### config.mk
export PLATFORM = sky130hd
export DESIGN_NAME = nco_sweep_ctrl
export DESIGN_NICKNAME = d
export VERILOG_FILES = /design/src/rtl/nco_sweep_ctrl.sv
export SDC_FILE = /design/constraint.sdc
export NUM_CORES = 1
export LEC_CHECK = 0
export ABC_AREA = 1
export ABC_CLOCK_PERIOD_IN_PS = 6900
export BUFFER_PORTS_ARGS = -buffer_cell sky130_fd_sc_hd__buf_2
export CAP_MARGIN = 25
export CORE_MARGIN = 2
export CORE_UTILIZATION = 59
export DETAILED_ROUTE_END_ITERATION = 7
export HOLD_SLACK_MARGIN = 0.05
export PLACE_DENSITY = 0.8
export SYNTH_ARGS = -nofsm -noshare
export SYNTH_HDL_FRONTEND = slang
export SYNTH_SLANG_ARGS = --single-unit
### constraint.sdc
create_clock -name aclk -period 6.9 [get_ports aclk]
set_clock_uncertainty 0.2 [all_clocks]
set_input_delay 1.035 -clock aclk [delete_from_list [all_inputs] [get_ports aclk]]
set_output_delay 1.035 -clock aclk [all_outputs]
set_load 0.05 [all_outputs]
### src/rtl/nco_sweep_ctrl.sv
// Frequency-sweep sequencer: steps an NCO tuning word from start toward stop,
// holding each word for a number of accepted beats, with one-shot or continuous passes.
module nco_sweep_ctrl #(
    parameter int unsigned FTW_WIDTH   = 32,
    parameter int unsigned DWELL_WIDTH = 16
) (
    input  logic                   aclk,
    input  logic                   arst,
    input  logic                   start,
    input  logic                   abort,
    input  logic [FTW_WIDTH-1:0]   cfg_ftw_start,
    input  logic [FTW_WIDTH-1:0]   cfg_ftw_step,
    input  logic [FTW_WIDTH-1:0]   cfg_ftw_stop,
    input  logic                   cfg_dir,
    input  logic [DWELL_WIDTH-1:0] cfg_dwell,
    input  logic                   cfg_continuous,
    output logic [FTW_WIDTH-1:0]   m_axis_ftw_tdata,
    output logic                   m_axis_ftw_tvalid,
    input  logic                   m_axis_ftw_tready,
    output logic                   busy,
    output logic                   done,
    output logic [DWELL_WIDTH-1:0] step_idx
);

    typedef enum logic [1:0] {StIdle, StRun, StDone} state_e;

    state_e                 state_q, state_d;
    logic [FTW_WIDTH-1:0]   start_q, start_d;
    logic [FTW_WIDTH-1:0]   step_q, step_d;
    logic [FTW_WIDTH-1:0]   stop_q, stop_d;
    logic                   dir_q, dir_d;
    logic [DWELL_WIDTH-1:0] dwell_q, dwell_d;
    logic                   cont_q, cont_d;
    logic [FTW_WIDTH-1:0]   ftw_q, ftw_d;
    logic [DWELL_WIDTH-1:0] cnt_q, cnt_d;
    logic [DWELL_WIDTH-1:0] idx_q, idx_d;

    logic [DWELL_WIDTH-1:0] eff_dwell;
    logic [DWELL_WIDTH-1:0] last_cnt;
    logic [FTW_WIDTH:0]     next_w;
    logic                   past_limit;

    // A programmed dwell of zero behaves as a dwell of one.
    assign eff_dwell = (dwell_q == '0) ? DWELL_WIDTH'(1) : dwell_q;
    assign last_cnt  = eff_dwell - DWELL_WIDTH'(1);

    // Extra MSB captures carry (up) or borrow (down).
    assign next_w = dir_q ? ({1'b0, ftw_q} - {1'b0, step_q})
                          : ({1'b0, ftw_q} + {1'b0, step_q});
    assign past_limit = next_w[FTW_WIDTH] |
                        (dir_q ? (next_w[FTW_WIDTH-1:0] < stop_q)
                               : (next_w[FTW_WIDTH-1:0] > stop_q));

    always_comb begin
        state_d = state_q;
        start_d = start_q;
        step_d  = step_q;
        stop_d  = stop_q;
        dir_d   = dir_q;
        dwell_d = dwell_q;
        cont_d  = cont_q;
        ftw_d   = ftw_q;
        cnt_d   = cnt_q;
        idx_d   = idx_q;
        case (state_q)
            StIdle: begin
                if (start && !abort) begin
                    start_d = cfg_ftw_start;
                    step_d  = cfg_ftw_step;
                    stop_d  = cfg_ftw_stop;
                    dir_d   = cfg_dir;
                    dwell_d = cfg_dwell;
                    cont_d  = cfg_continuous;
                    ftw_d   = cfg_ftw_start;
                    cnt_d   = '0;
                    idx_d   = '0;
                    state_d = StRun;
                end
            end
            StRun: begin
                if (abort) begin
                    state_d = StIdle;
                    cnt_d   = '0;
                    idx_d   = '0;
                end else if (m_axis_ftw_tready) begin
                    if (cnt_q == last_cnt) begin
                        cnt_d = '0;
                        // Zero step parks on the start word until abort or reset.
                        if (step_q != '0) begin
                            if (past_limit) begin
                                idx_d = '0;
                                if (cont_q) begin
                                    ftw_d = start_q;
                                end else begin
                                    state_d = StDone;
                                end
                            end else begin
                                ftw_d = next_w[FTW_WIDTH-1:0];
                                idx_d = (&idx_q) ? idx_q : idx_q + DWELL_WIDTH'(1);
                            end
                        end
                    end else begin
                        cnt_d = cnt_q + DWELL_WIDTH'(1);
                    end
                end
            end
            StDone: begin
                state_d = StIdle;
            end
            default: begin
                state_d = StIdle;
            end
        endcase
    end

    always_ff @(posedge aclk) begin
        if (arst) begin
            state_q <= StIdle;
            start_q <= '0;
            step_q  <= '0;
            stop_q  <= '0;
            dir_q   <= 1'b0;
            dwell_q <= '0;
            cont_q  <= 1'b0;
            ftw_q   <= '0;
            cnt_q   <= '0;
            idx_q   <= '0;
        end else begin
            state_q <= state_d;
            start_q <= start_d;
            step_q  <= step_d;
            stop_q  <= stop_d;
            dir_q   <= dir_d;
            dwell_q <= dwell_d;
            cont_q  <= cont_d;
            ftw_q   <= ftw_d;
            cnt_q   <= cnt_d;
            idx_q   <= idx_d;
        end
    end

    assign m_axis_ftw_tvalid = (state_q == StRun);
    assign m_axis_ftw_tdata  = (state_q == StRun) ? ftw_q : '0;
    assign busy              = (state_q == StRun);
    assign done              = (state_q == StDone);
    assign step_idx          = idx_q;

endmodule

==> flow_summary_export.csv <==
group,metric,value,unit
yosys,synth_top_area_share,28.5,%
routing,wl,38100,microns
cells_and_area,drive_gt1_share,12.6,%
yosys,syn_area_per_cell,6.25,sq um
timing,maxSlewHeadroom,45.6,%
die,die_width,150,microns
clock_network,clk_path_buf_depth,2,
cells_and_area,num_antenna_cells,0,
grt,grt_remaining_overflow,0,
yosys,synth_area,12700,sq um
placement,dpl.cell_count,2403,
cells_and_area,areaGrowthSynthToFinish,12.3,%
clock_network,cts_root_buf,"clkbuf_16",
die,die_area,22600,sq um
power,power_density,270,nW/um^2
placement,hpwl,28400,microns
power,pwr-share-clk,26.5,%
setup_path,start_kind,"flip-flop",
setup_path,critical_path_class,"reg -> reg",
die,num_io_pins,170,
die,initial_core_util,60.2,%
power,p_leak,0.00716,uW
setup_path,critical-path-top-delay-family,"simple AND/OR/NAND/NOR gates",
yosys,synth-edff-count,0,
power,combPwrFrac,43.1,%
routing,viasPerCell,5.43,
cells_and_area,stdcell_count,2438,
yosys,synth_area_leaders,"dfxtp_1 28%, nand2_1 14%, nor2_1 11%, inv_1 7.6%, ha_1 6.7%",
setup_path,critPathRequiredTime,7030,ps
yosys,synth_largest_area_cell,"dfxtp_1",
timing,rsz0062_at_grt,"false",
timing,period_share,89.4,%
die,core_region_area,21000,sq um
die,rows,53,
yosys,yosysUniqueCellTypes,52,
yosys,yosysWarnings,0,
power,ir_drop,0.137,mV
clock_network,cts_setup_buffers,0,
yosys,yosys_most_used_dff,"dfxtp_1",
placement,place.gp.congestion,0.963,
power,switchingPower,1650,uW
cells_and_area,final_cell_mix,"485 x nand2_1, 362 x nor2_1, 254 x inv_1",
timing,tns,0,ps
yosys,synthArstFlopShare,0,%
routing,via_count,13200,
power,internal_power,2190,uW
hold_path,min_path_type,"reg -> reg",
flow_run,drv_cap,0,
yosys,syn_nets,2214,
routing,wire_per_inst,15.6,microns
grt,grt_pass1_vias,11700,
timing,period_minus_slack,6170,ps
setup_path,path_max_fanout,64,
die,die_h,150,microns
routing,drt_iter0_drc,1195,
cells_and_area,layout.nets,2338,
grt,antenna_found_initial,0,
timing,timing_worst_slew_pin_value,815,ps
clock_network,clk_pin_slew_worst_paths,70,ps
clock_network,cts_tree,"done",
timing,whs,260,ps
timing,finalSetupViolations,0,
yosys,synth.yosys.seq_area_share,28.5,%
placement,portBuffers,169,
grt,grt_max_degree,147,
clock_network,clock_latency,440,ps
setup_path,crit_path_frequent_cell,"nand2_1",
cells_and_area,num-fill-cells,1938,
yosys,synthCells,2026,
status,status,"finished clean",
setup_path,arrival,6300,ps
timing,hold_viol_final,0,
setup_path,crit_path_end_kind,"flip-flop",
routing,drt_first_pass_iters,8,
grt,grt_use_total,32.8,%
routing,drc,0,
setup_path,crit_slowest_cell,"ha_1",
setup_path,timing.critical_path.buf_inv,4,
clock_network,cts.repair.resized,0,
yosys,synth_seq_cells,180,
routing,ant_nets,0,
timing,final_max_slew_viol_count,0,
timing,max_freq,0.162,GHz
setup_path,critical-path-max-stage-delay,410,ps
clock_network,hold_buffers,0,
cells_and_area,layout_commonest_cell,"nand2_1",
grt,grt_pass1_wl,58500,microns
clock_network,cts_inserted_buffers,17,
clock_network,htreeDepth,4,
power,switching_share,42.9,%
power,p_seq_share,30.4,%
clock_network,numClockSinks,180,
## Yosys cell counts, types with 5 or more instances
library cell and n:
nand3b_1 14, nand4_1 24, clkbuf_1 52, xor2_1 59, buf_2 9, nor2_1 362, nand2_1 487, buf_1 5
buf_4 5, inv_1 255, buf_6 5, xnor2_1 23, nand3_1 88, a21oi_1 127, nand2_2 13, inv_2 7
dfxtp_1 180, o21bai_1 5, a21o_1 13, a21oi_2 11, o21ai_0 144, nor3_1 23, ha_1 68, nor4_1 6
## stage by stage
stage | setup WS, ps | utilization [%] | total power (uW) | cell area, sq um
2_1_floorplan | 2020 | - | 2350 | 12700
3_3_place_gp | 654 | 64.6 | 2710 | 13600
3_5_place_dp | 656 | 64.6 | 2740 | 13600
4_1_cts | 617 | 67.4 | 3760 | 14200
5_1_grt | 55.5 | 67.6 | 4070 | 14200
6_report | 731 | 67.6 | 3840 | 14200
## registers in the layout, indices dropped and copies added (netlist names)
| register | count |
|---|---|
| ftw_q | 32 |
| start_q | 32 |
| step_q | 32 |
| stop_q | 32 |
| cnt_q | 16 |
| dwell_q | 16 |
| step_idx | 16 |
| state_q | 2 |
| cont_q | 1 |
| dir_q | 1 |
## kinds of logic after synthesis
kind of cell             count (synthesis)  synth area share, %
XOR/XNOR                                84                 6.03
AND/OR/NAND/NOR                       1041                 34.5
AO/OA/AOI/OAI                          313                 13.4
adder cells (fa/ha/maj)                 69                 6.88
flip-flops                             180                 28.5
buffers and inverters                  339                 10.7
## power groups by stage
| stage | combinational (uW) | sequential [uW] | clock, uW |
|---|---|---|---|
| floorplan | 1170 | 1180 | 0 |
| global placement | 1520 | 1180 | 0 |
| detailed placement | 1560 | 1190 | 0 |
| CTS | 1580 | 1160 | 1020 |
| global route | 1840 | 1170 | 1060 |
| finish | 1650 | 1170 | 1020 |
## worst register-to-register path: cells and delay by family, from the launching register on
family          cells  cell delay [ps]
fa+ha+maj           3              870
flops               1              330
simple gates       23             3240
xor+xnor            1              180
compound gates      5              730
buf+inv             4              530
## metal layers
| metal | up-vias | wire (microns) | global-route usage [%] |
|---|---|---|---|
| li1 | 6635 | - | - |
| met5 | - | 0 | 0 |
| met2 | 563 | 16400 | 50.5 |
| met1 | 5975 | 17200 | 46.5 |
| met3 | 63 | 3670 | 7.15 |
| met4 | 0 | 775 | 8.30 |
## area by class of cell
cell class              count  area [sq um]  share of cell area (%)
flip-flops and latches    180          3600                    25.4
multi-input cells        1510          7750                    54.5
clock inverters            15           169                    1.19
well taps                 275           344                    2.42
repair buffers            179           940                    6.61
inverters                 262           985                    6.93
clock buffers              17           425                    2.99
## final timing paths
kind	from	endpoint	slack (ps)	cells past startpoint
hold / removal	start_q[0]	start_q[0]	260	2
setup / recovery	step_q[0]	ftw_q[5]	730	36
hold reg to reg	start_q[0]	start_q[0]	260	2
setup reg to reg	step_q[0]	ftw_q[5]	730	36
Power figures use the tool's default switching activity.
